`config.mk`:
```
export PLATFORM = sky130hd
export DESIGN_NAME = i2c_accel_sequencer_flat
export DESIGN_NICKNAME = d
export VERILOG_FILES = /design/src/rtl/i2c_accel_sequencer_if.sv /design/src/rtl/i2c_accel_sequencer.sv /design/src/flat_wrapper.sv
export SDC_FILE = /design/constraint.sdc
export NUM_CORES = 1
export LEC_CHECK = 0
export ABC_AREA = 1
export CAP_MARGIN = 20
export CORE_UTILIZATION = 30
export DETAILED_ROUTE_END_ITERATION = 10
export SLEW_MARGIN = 20
export SYNTH_ARGS = -nofsm -noshare
export SYNTH_HDL_FRONTEND = slang
export SYNTH_SLANG_ARGS = --single-unit
```
`constraint.sdc`:
```
create_clock -name i2c_clock -period 4.76 [get_ports i2c_clock]
set_input_delay 0.714 -clock i2c_clock [delete_from_list [all_inputs] [get_ports i2c_clock]]
set_output_delay 0.714 -clock i2c_clock [all_outputs]
set_load 0.05 [all_outputs]
```
`src/rtl/i2c_accel_sequencer_if.sv`:
```
// Command/response bus between the accelerometer sequencer and i2c_driver.
// The master side issues register writes and burst reads. The slave side returns
// done, ack_error and read data.
interface i2c_accel_sequencer_if;
    logic [6:0]  deviceAddr;
    logic [7:0]  addr;
    logic [2:0]  numBytes;
    logic [7:0]  wrData;
    logic        write;
    logic        start;
    logic        done;
    logic        ack_error;
    logic [47:0] rdData;

    modport master (
        output deviceAddr, addr, numBytes, wrData, write, start,
        input  done, ack_error, rdData
    );

    modport slave (
        input  deviceAddr, addr, numBytes, wrData, write, start,
        output done, ack_error, rdData
    );
endinterface

```
`src/rtl/i2c_accel_sequencer.sv`:
```
// Accelerometer transaction sequencer.
// After enable, it writes the two init registers. It then polls a 6-byte X/Y/Z burst
// read at a fixed interval and assembles the bytes into 16-bit signed samples.
// A command that is NACKed is reissued up to MAX_RETRY times before the block parks in ERROR.
module i2c_accel_sequencer #(
    parameter logic [6:0] DEVICE_ADDR = 7'h53,
    parameter int         POLL_TICKS  = 1000,
    parameter int         MAX_RETRY   = 3
) (
    input  logic                  i2c_clock,
    input  logic                  reset,
    input  logic                  enable,
    i2c_accel_sequencer_if.master drv,
    output logic signed [15:0]    x_out,
    output logic signed [15:0]    y_out,
    output logic signed [15:0]    z_out,
    output logic                  sample_valid,
    output logic                  busy,
    output logic                  error
);
    localparam int RW = (MAX_RETRY < 1) ? 1 : $clog2(MAX_RETRY + 1);
    localparam int CW = (POLL_TICKS < 2) ? 1 : $clog2(POLL_TICKS);
    localparam logic [RW-1:0] MAX_R     = RW'(MAX_RETRY);
    localparam logic [CW-1:0] POLL_LAST = CW'(POLL_TICKS - 1);

    typedef enum logic [2:0] {
        IDLE, INIT_ISSUE, INIT_WAIT, READ_ISSUE, READ_WAIT, POLL_WAIT, ERROR
    } state_t;

    state_t          state, state_n;
    logic            idx, idx_n;
    logic [RW-1:0]   retry, retry_n;
    logic [CW-1:0]   cnt, cnt_n;
    logic            init_done, init_done_n;
    logic            start_q, start_n;
    logic            write_q, write_n;
    logic [7:0]      addr_q, addr_n;
    logic [2:0]      nbytes_q, nbytes_n;
    logic [7:0]      wrdata_q, wrdata_n;
    logic            smp_load;

    assign drv.deviceAddr = DEVICE_ADDR;
    assign drv.start      = start_q;
    assign drv.write      = write_q;
    assign drv.addr       = addr_q;
    assign drv.numBytes   = nbytes_q;
    assign drv.wrData     = wrdata_q;

    // Next-state, retry/poll bookkeeping, and command loading when an ISSUE state is entered
    always_comb begin
        state_n     = state;
        idx_n       = idx;
        retry_n     = retry;
        cnt_n       = cnt;
        init_done_n = init_done;
        start_n     = 1'b0;
        write_n     = write_q;
        addr_n      = addr_q;
        nbytes_n    = nbytes_q;
        wrdata_n    = wrdata_q;
        smp_load    = 1'b0;

        case (state)
            IDLE: begin
                if (enable) begin
                    if (init_done) begin
                        state_n = READ_ISSUE;
                    end else begin
                        idx_n   = 1'b0;
                        state_n = INIT_ISSUE;
                    end
                end
            end
            INIT_ISSUE: state_n = INIT_WAIT;
            READ_ISSUE: state_n = READ_WAIT;
            INIT_WAIT, READ_WAIT: begin
                if (drv.done) begin
                    if (drv.ack_error) begin
                        // When enable is low, the transaction is finished and no retry is issued.
                        if (!enable) begin
                            retry_n = '0;
                            state_n = IDLE;
                        end else if (retry < MAX_R) begin
                            retry_n = retry + 1'b1;
                            state_n = (state == INIT_WAIT) ? INIT_ISSUE : READ_ISSUE;
                        end else begin
                            state_n = ERROR;
                        end
                    end else begin
                        retry_n = '0;
                        if (state == INIT_WAIT) begin
                            idx_n = idx + 1'b1;
                            if (idx) init_done_n = 1'b1;
                            if (!enable)  state_n = IDLE;
                            else if (idx) state_n = READ_ISSUE;
                            else          state_n = INIT_ISSUE;
                        end else begin
                            smp_load = 1'b1;
                            cnt_n    = '0;
                            state_n  = enable ? POLL_WAIT : IDLE;
                        end
                    end
                end
            end
            POLL_WAIT: begin
                if (!enable)                state_n = IDLE;
                else if (cnt == POLL_LAST)  state_n = READ_ISSUE;
                else                        cnt_n   = cnt + 1'b1;
            end
            ERROR: begin
                if (!enable) begin
                    state_n     = IDLE;
                    init_done_n = 1'b0;
                    retry_n     = '0;
                end
            end
            default: state_n = IDLE;
        endcase

        // ISSUE states last one cycle, so entering one is the only time start is raised.
        // The command fields are held from that cycle until the next command is loaded.
        if (state_n == INIT_ISSUE) begin
            start_n  = 1'b1;
            write_n  = 1'b1;
            nbytes_n = 3'd1;
            addr_n   = idx_n ? 8'h31 : 8'h2D;
            wrdata_n = idx_n ? 8'h0B : 8'h08;
        end else if (state_n == READ_ISSUE) begin
            start_n  = 1'b1;
            write_n  = 1'b0;
            nbytes_n = 3'd6;
            addr_n   = 8'h32;
        end
    end

    // State, bookkeeping and registered command/status outputs
    always_ff @(posedge i2c_clock or negedge reset) begin
        if (!reset) begin
            state     <= IDLE;
            idx       <= 1'b0;
            retry     <= '0;
            cnt       <= '0;
            init_done <= 1'b0;
            start_q   <= 1'b0;
            write_q   <= 1'b0;
            addr_q    <= 8'h00;
            nbytes_q  <= 3'd0;
            wrdata_q  <= 8'h00;
            busy      <= 1'b0;
            error     <= 1'b0;
        end else begin
            state     <= state_n;
            idx       <= idx_n;
            retry     <= retry_n;
            cnt       <= cnt_n;
            init_done <= init_done_n;
            start_q   <= start_n;
            write_q   <= write_n;
            addr_q    <= addr_n;
            nbytes_q  <= nbytes_n;
            wrdata_q  <= wrdata_n;
            busy      <= (state_n == INIT_WAIT) || (state_n == READ_WAIT);
            error     <= (state_n == ERROR);
        end
    end

    // Sample capture one edge after a successful read. Samples hold until overwritten.
    always_ff @(posedge i2c_clock or negedge reset) begin
        if (!reset) begin
            x_out        <= '0;
            y_out        <= '0;
            z_out        <= '0;
            sample_valid <= 1'b0;
        end else begin
            sample_valid <= smp_load;
            if (smp_load) begin
                x_out <= $signed(drv.rdData[15:0]);
                y_out <= $signed(drv.rdData[31:16]);
                z_out <= $signed(drv.rdData[47:32]);
            end
        end
    end
endmodule

```
`src/flat_wrapper.sv`:
```
// flat-port wrapper written by rule: the top's interface ports become plain ports
module i2c_accel_sequencer_flat 
#(
    parameter logic [6:0] DEVICE_ADDR = 7'h53,
    parameter int         POLL_TICKS  = 1000,
    parameter int         MAX_RETRY   = 3
)
  (i2c_clock, reset, enable, x_out, y_out, z_out, sample_valid, busy, error, drv_deviceAddr, drv_addr, drv_numBytes, drv_wrData, drv_write, drv_start, drv_done, drv_ack_error, drv_rdData);
  i2c_accel_sequencer_if drv_i ();
  input  logic i2c_clock;
  input  logic reset;
  input  logic enable;
  output logic signed [15:0] x_out;
  output logic signed [15:0] y_out;
  output logic signed [15:0] z_out;
  output logic sample_valid;
  output logic busy;
  output logic error;
  output wire logic [$bits(drv_i.deviceAddr)-1:0] drv_deviceAddr;
  output wire logic [$bits(drv_i.addr)-1:0] drv_addr;
  output wire logic [$bits(drv_i.numBytes)-1:0] drv_numBytes;
  output wire logic [$bits(drv_i.wrData)-1:0] drv_wrData;
  output wire logic [$bits(drv_i.write)-1:0] drv_write;
  output wire logic [$bits(drv_i.start)-1:0] drv_start;
  input wire logic [$bits(drv_i.done)-1:0] drv_done;
  input wire logic [$bits(drv_i.ack_error)-1:0] drv_ack_error;
  input wire logic [$bits(drv_i.rdData)-1:0] drv_rdData;
  assign drv_deviceAddr = drv_i.deviceAddr;
  assign drv_addr = drv_i.addr;
  assign drv_numBytes = drv_i.numBytes;
  assign drv_wrData = drv_i.wrData;
  assign drv_write = drv_i.write;
  assign drv_start = drv_i.start;
  assign drv_i.done = drv_done;
  assign drv_i.ack_error = drv_ack_error;
  assign drv_i.rdData = drv_rdData;
  i2c_accel_sequencer #(.DEVICE_ADDR(DEVICE_ADDR), .POLL_TICKS(POLL_TICKS), .MAX_RETRY(MAX_RETRY)) u_core (.i2c_clock(i2c_clock), .reset(reset), .enable(enable), .drv(drv_i), .x_out(x_out), .y_out(y_out), .z_out(z_out), .sample_valid(sample_valid), .busy(busy), .error(error));
endmodule
```
==> impl_metrics.tcl, run 1 <==
set metrics [dict create \
    hpwl_um 6070 \
    grt_pass1_vias 3108 \
    use_met3 0.0491 \
    cts_tree "built" \
    multiInputGateArea_um2 1410 \
    grt_pass1_wl_um 14600 \
    p_leak_nw 2.47 \
    dieArea_um2 12600 \
    cts_setup_buffers 0 \
    violations "design-rule violations" \
    core_um2 11600 \
    required_ps 5030 \
    post_drt_wl_per_cell_um 12.6 \
    crit_type "primary input to register" \
    portBuffers 117 \
    holdBufCountCts 0 \
    worst_pin_slew_ps 964 \
    ys_seq_area_frac 0.524 \
    fp.dieH_um 112 \
    synth_cell_type_count 30 \
    grtUsageTotal 0.144 \
    synth_area_leaders "dfrtp_1 52%, nand2_1 21%, buf_4 4.3%" \
    skew_ps 5.04 \
    area_growth_pct 39.9 \
    clk_pin_slew_ps 60 \
    cp.arrival_ps 3100 \
    diodes 0 \
    fmax_mhz 354 \
    drive_gt1_frac 0.0773 \
    ant_nets 0 \
    fp-row-count 39 \
    synth_most_common_cell "nand2_1" \
    syn_area_um2 3630 \
    grtUsageMet1 0.176 \
    first_pass_iters 7 \
    end_kind "register" \
    post-route-drc-count 4 \
    drt-total-wl_um 8770 \
    startpoint_type "primary input" \
    clock_path_buffers 2 \
    synthFlopType "dfrtp_1" \
    hold_class "register to register" \
    utilization 0.438 \
    yosys.area.top_type "dfrtp_1" \
    cts_resized 0 \
    htreeDepth 3 \
    syn_inst 445 \
    routed_via_density 4.43 \
    insertion_delay_ps 330 \
    clkSinkCount 76 \
    seq_area_um2 1900 \
    finalHoldViolations 0 \
    irDropWorstVdd_uv 376 \
    gr-total-overflow 0 \
    finalSetupViolations 0 \
    ys_async_sr_fraction 1.00 \
    maxCapViolations 0 \
    antenna_found_initial 0 \
    gr-max-usage-layer "met2" \
    max_slew_margin 0.357 \
    place.gp.congestion 0.875 \
    die_w_um 112 \
    grt_start_max_net_pins 77 \
    ys.warnings.count 0 \
    syn_avg_cell_area_um2 8.16 \
    drt-initial-drc-count 122 \
    cts_made_buffers 9 \
    status "finished, violations left" \
    fin_crit_sh 0.594 \
    synth_edf_count 0 \
    synth_top_area_frac 0.524 \
    grt_use_met2 0.233 \
    slew_violations 0 \
    synth_seq_cells 76 \
    start_util 0.313 \
    finalSetupTns_ps 0 \
    synthTopCellsByCount "205 x nand2_1, 76 x dfrtp_1, 23 x inv_1, 23 x nor2_1, 21 x buf_4" \
    io_pins 132 \
    nets 607 \
    path_max_fanout 51 \
    p_per_area_nw_per_um2 818 \
    finalCriticalPeriod_ps 2830 \
    rsz0062_at_grt "no" \
    fillers 1178 \
    ctsRootBufferMaster "clkbuf_16" \
    vias 3099 \
]
where the power goes:
part	switching, mW	total, mW	internal (mW)
Sequential	0.195	1.12	0.923
Combinational	1.65	2.37	0.717
Clock	0.269	0.672	0.404
Total	2.12	4.16	2.04
cell type report:
| type | instances | share of cell area |
|---|---|---|
| clock inverters | 6 | 0.0128 |
| inverters | 31 | 0.0239 |
| repair buffers | 118 | 0.231 |
| multi-input cells | 316 | 0.278 |
| well taps | 143 | 0.0352 |
| flip-flops and latches | 76 | 0.374 |
| clock buffers | 9 | 0.0443 |
metal layers:
layer / wire length (um) / up-vias
met5: 0 / -
met4: 186 / 0
met3: 577 / 17
met2: 4170 / 103
met1: 3840 / 1424
li1: - / 1555
through the flow:
step,worst slack (ps),instances,cell area [um^2],hold WS (ps),power (mW)
after detailed placement,1590,684,4790,457,3.51
after global routing,1740,699,5080,500,4.42
final,1930,699,5080,466,4.16
after floorplan,3010,457,3680,418,2.83
after global placement,1580,684,4790,448,3.49
after CTS,1920,699,5080,473,4.21
worst paths after layout:
check | startpoint | to | slack, ps | cells past startpoint
max in group asynchronous | reset | u_core.drv.addr[5]$_DFFE_PN0P_ | 3600 | 1
setup / recovery | drv_done | u_core.z_out[11]$_DFFE_PN0P_ | 1930 | 10
setup reg to reg | u_core.state[2]$_DFF_PN0_ | u_core.cnt[2]$_DFFE_PN0P_ | 2210 | 9
hold reg to reg | u_core.drv.addr[5]$_DFFE_PN0P_ | u_core.drv.addr[5]$_DFFE_PN0P_ | 470 | 1
hold / removal | u_core.drv.addr[5]$_DFFE_PN0P_ | u_core.drv.addr[5]$_DFFE_PN0P_ | 470 | 1
min in group asynchronous | reset | u_core.retry[1]$_DFFE_PN0P_ | 500 | 1
critical path, stage by stage:
cell and delay (ps):
clkdlybuf4s50_1 530, inv_2 80, nor2_1 240, o21ai_1 170, nor2_4 140, nand2_2 40, buf_4 290, inv_2 640
nand2_1 140, nand2_1 90
cells by family (layout without fill, tap and decap cells):
logic type / count (synthesis) / after routing / share of synthesized area
simple gates: 271 / 271 / 0.314
flops: 76 / 76 / 0.524
buf+inv: 65 / 164 / 0.0999
compound gates: 25 / 25 / 0.0441
xor+xnor: 4 / 4 / 0.00965
fa+ha+maj: 2 / 2 / 0.00689
other cells: 2 / 14 / 0.00207
placed cells by master, fill, tap and decap left out, drive strengths merged, types with 3 or more instances in the layout:
master / n
clkdlybuf4s50: 116
conb: 14
inv: 32
nor2: 31
clkbuf: 9
o21ai: 12
dfrtp: 76
a21oi: 7
nand2: 207
xor2: 3
o31ai: 4
nor3: 3
nand4: 6
clkinv: 3
nand3: 21
state kept, by name (all words and copies together) (netlist names), 2 cells and up:
register,flops
u_core.cnt,10
u_core.y_out,16
u_core.state,3
u_core.drv.addr,3
u_core.x_out,16
u_core.retry,2
u_core.drv.numBytes,2
u_core.drv.wrData,2
u_core.z_out,16
Power figures use the tool's default switching activity.
==> run 2: changes to the inputs <==
Clock period 4.76 ns to 2.7 ns, I/O delays scaled along.
==> run 2 against run 1 <==
Effect of this change: the flow finishes with violations (design-rule violations, negative hold slack); global-route usage increased by 0.87 points; final cell count increased by 0.57%; sequential cell count unchanged; routed wire length increased by 0.16%; die area unchanged.
==> impl_metrics.tcl, run 2 (same netlist as run 1, synthesis figures left out) <==
set metrics [dict create \
    violations "design-rule violations, negative hold slack" \
    path_buf_inv 1 \
    finalHoldViolations 6 \
    cts_made_buffers 9 \
    p_leak_nw 2.50 \
    clkSinkCount 76 \
    die_w_um 112 \
    swShare 0.507 \
    irDropWorstVdd_uv 649 \
    cts_resized 0 \
    portBuffers 117 \
    io_pins 132 \
    routed_via_density 4.38 \
    max_slew_margin 0.642 \
    place.gp.congestion 0.880 \
    hold_class "primary input to async pin" \
    p_sw_mw 3.74 \
    slew_violations 0 \
    fp-row-count 39 \
    clk_pin_slew_ps 60 \
    grt_pass1_vias 3130 \
    end_kind "register" \
    pwr-share-comb 0.579 \
    cp_slowest_cell "dfrtp_1" \
    post_drt_wl_per_cell_um 12.5 \
    ant_nets 0 \
    core_um2 11600 \
    worst_pin_slew_ps 536 \
    maxCapViolations 0 \
    finalSetupTns_ps 0 \
    gr-total-overflow 0 \
    grt_start_max_net_pins 77 \
    ctsRootBufferMaster "clkbuf_16" \
    first_pass_iters 7 \
    hpwl_um 6190 \
    skew_ps 3.96 \
    r2r-end "u_core.cnt[3]$_DFFE_PN0P_" \
    cts_tree "built" \
    startpoint_type "register" \
    p_per_area_nw_per_um2 1440 \
    status "finished, violations left" \
    finalCriticalPeriod_ps 2160 \
    grtUsageTotal 0.152 \
    place_area_um2 4820 \
    post-route-drc-count 4 \
    crit_chain "ha_1 -> nand2_1 -> nor2_1 -> nand3_1 -> nand2_1 -> nand2_1 -> nand2_1 -> inv_1 -> nand2_1 -> nand2_1 -> nand2_1 -> nor2_1" \
    crit_type "register to register" \
    clkPwrFrac 0.157 \
    drt-total-wl_um 8790 \
    layout_common_cells "205 x nand2_1, 116 x clkdlybuf4s50_1, 76 x dfrtp_1, 23 x nor2_1, 23 x inv_1" \
    max_stage_delay_ps 450 \
    cts_setup_buffers 0 \
    area_growth_pct 41.4 \
    final_common_cell "nand2_1" \
    worst_hold_slack_ps -9.92 \
    htreeDepth 3 \
    path_max_fanout 11 \
    drt-initial-drc-count 145 \
    start_util 0.313 \
    insertion_delay_ps 330 \
    fin_crit_sh 0.801 \
    drive_gt1_frac 0.0821 \
    top_regs "u_core.x_out (16), u_core.y_out (16), u_core.z_out (16)" \
    final_cell_area_um2 5140 \
    intPower_mw 3.64 \
    rsz0062_at_grt "no" \
    grt_pass1_wl_um 15200 \
    required_ps 2930 \
    nets 610 \
    cp.arrival_ps 2390 \
    worstRegToRegCells 12 \
    seqPwrFrac 0.264 \
    dieArea_um2 12600 \
    diodes 0 \
    cp_top_family "simple AND/OR/NAND/NOR gates" \
    fillers 1179 \
    antenna_found_initial 0 \
    clock_path_buffers 2 \
    fmax_mhz 462 \
    finalSetupViolations 0 \
    r2r_start "u_core.cnt[0]$_DFFE_PN0P_" \
    r2r_setup_slack_ps 540 \
    fp.dieH_um 112 \
    holdBufCountCts 0 \
    vias 3080 \
    path_common_cell "nand2_1" \
]
==> run 2: changes by cell type in the layout (fill, tap and decap cells not counted), sizes merged <==
cell / previous run / this run
clkbuf: 9 / 13
buf: 2 / 5
clkinv: 3 / 1
bufinv: 1 / 0
clkinvlp: 1 / 2
inv: 32 / 31
==> run 2: area by class of cell <==
| class | instances | area (um^2) | share of cell area |
|---|---|---|---|
| inverter | 31 | 121 | 0.0236 |
| sequential | 76 | 1900 | 0.370 |
| clock buffer | 13 | 270 | 0.0526 |
| multi-input combinational | 316 | 1410 | 0.275 |
| timing repair buffer | 121 | 1230 | 0.240 |
| clock inverter | 3 | 20.0 | 0.00390 |
| tap | 143 | 179 | 0.0348 |
==> run 2: per-layer routing <==
layer / routed length, um / GRT usage
met2: 4260 / 0.252
met4: 138 / 0.0471
met5: 0 / 0
met3: 644 / 0.0605
met1: 3750 / 0.183
==> run 2: power by group through the flow <==
stage / Combinational (mW) / Sequential, mW / Clock (mW)
floorplan: 1.73 / 3.26 / 0
global placement: 4.27 / 1.96 / 0
detailed placement: 4.31 / 1.96 / 0
CTS: 4.32 / 1.95 / 1.20
global route: 4.65 / 2.01 / 1.26
finish: 4.27 / 1.95 / 1.16
==> run 2: worst max-delay path by stage <==
stage	to	from	slack (ps)	depth (start not counted)
2_1_floorplan	u_core.cnt[4]$_DFFE_PN0P_	u_core.cnt[0]$_DFFE_PN0P_	1090	12
3_3_place_gp	u_core.cnt[3]$_DFFE_PN0P_	drv_done	370	11
3_5_place_dp	u_core.cnt[3]$_DFFE_PN0P_	drv_done	310	10
4_1_cts	u_core.cnt[3]$_DFFE_PN0P_	u_core.cnt[0]$_DFFE_PN0P_	550	12
5_1_grt	u_core.cnt[3]$_DFFE_PN0P_	u_core.cnt[0]$_DFFE_PN0P_	330	12
6_report	u_core.cnt[3]$_DFFE_PN0P_	u_core.cnt[0]$_DFFE_PN0P_	540	12
==> run 2: through the flow <==
stage | hold slack (ps) | cells | power, mW | setup slack, ps | util
6_report | -9.92 | 703 | 7.37 | 536 | 0.442
5_1_grt | 6.81 | 703 | 7.92 | 328 | 0.442
4_1_cts | 279 | 702 | 7.48 | 548 | 0.440
3_5_place_dp | 458 | 686 | 6.27 | 312 | 0.415
3_3_place_gp | 448 | 686 | 6.22 | 372 | 0.415
2_1_floorplan | 109 | 457 | 4.99 | 1090 | -
==> run 2: worst reg2reg max path: stages (launching register included) <==
cell	delay, ps
dfrtp_1	450
ha_1	260
nand2_1	160
nor2_1	130
nand3_1	80
nand2_1	100
nand2_1	60
nand2_1	380
inv_1	190
nand2_1	120
nand2_1	50
nand2_1	50
nor2_1	30
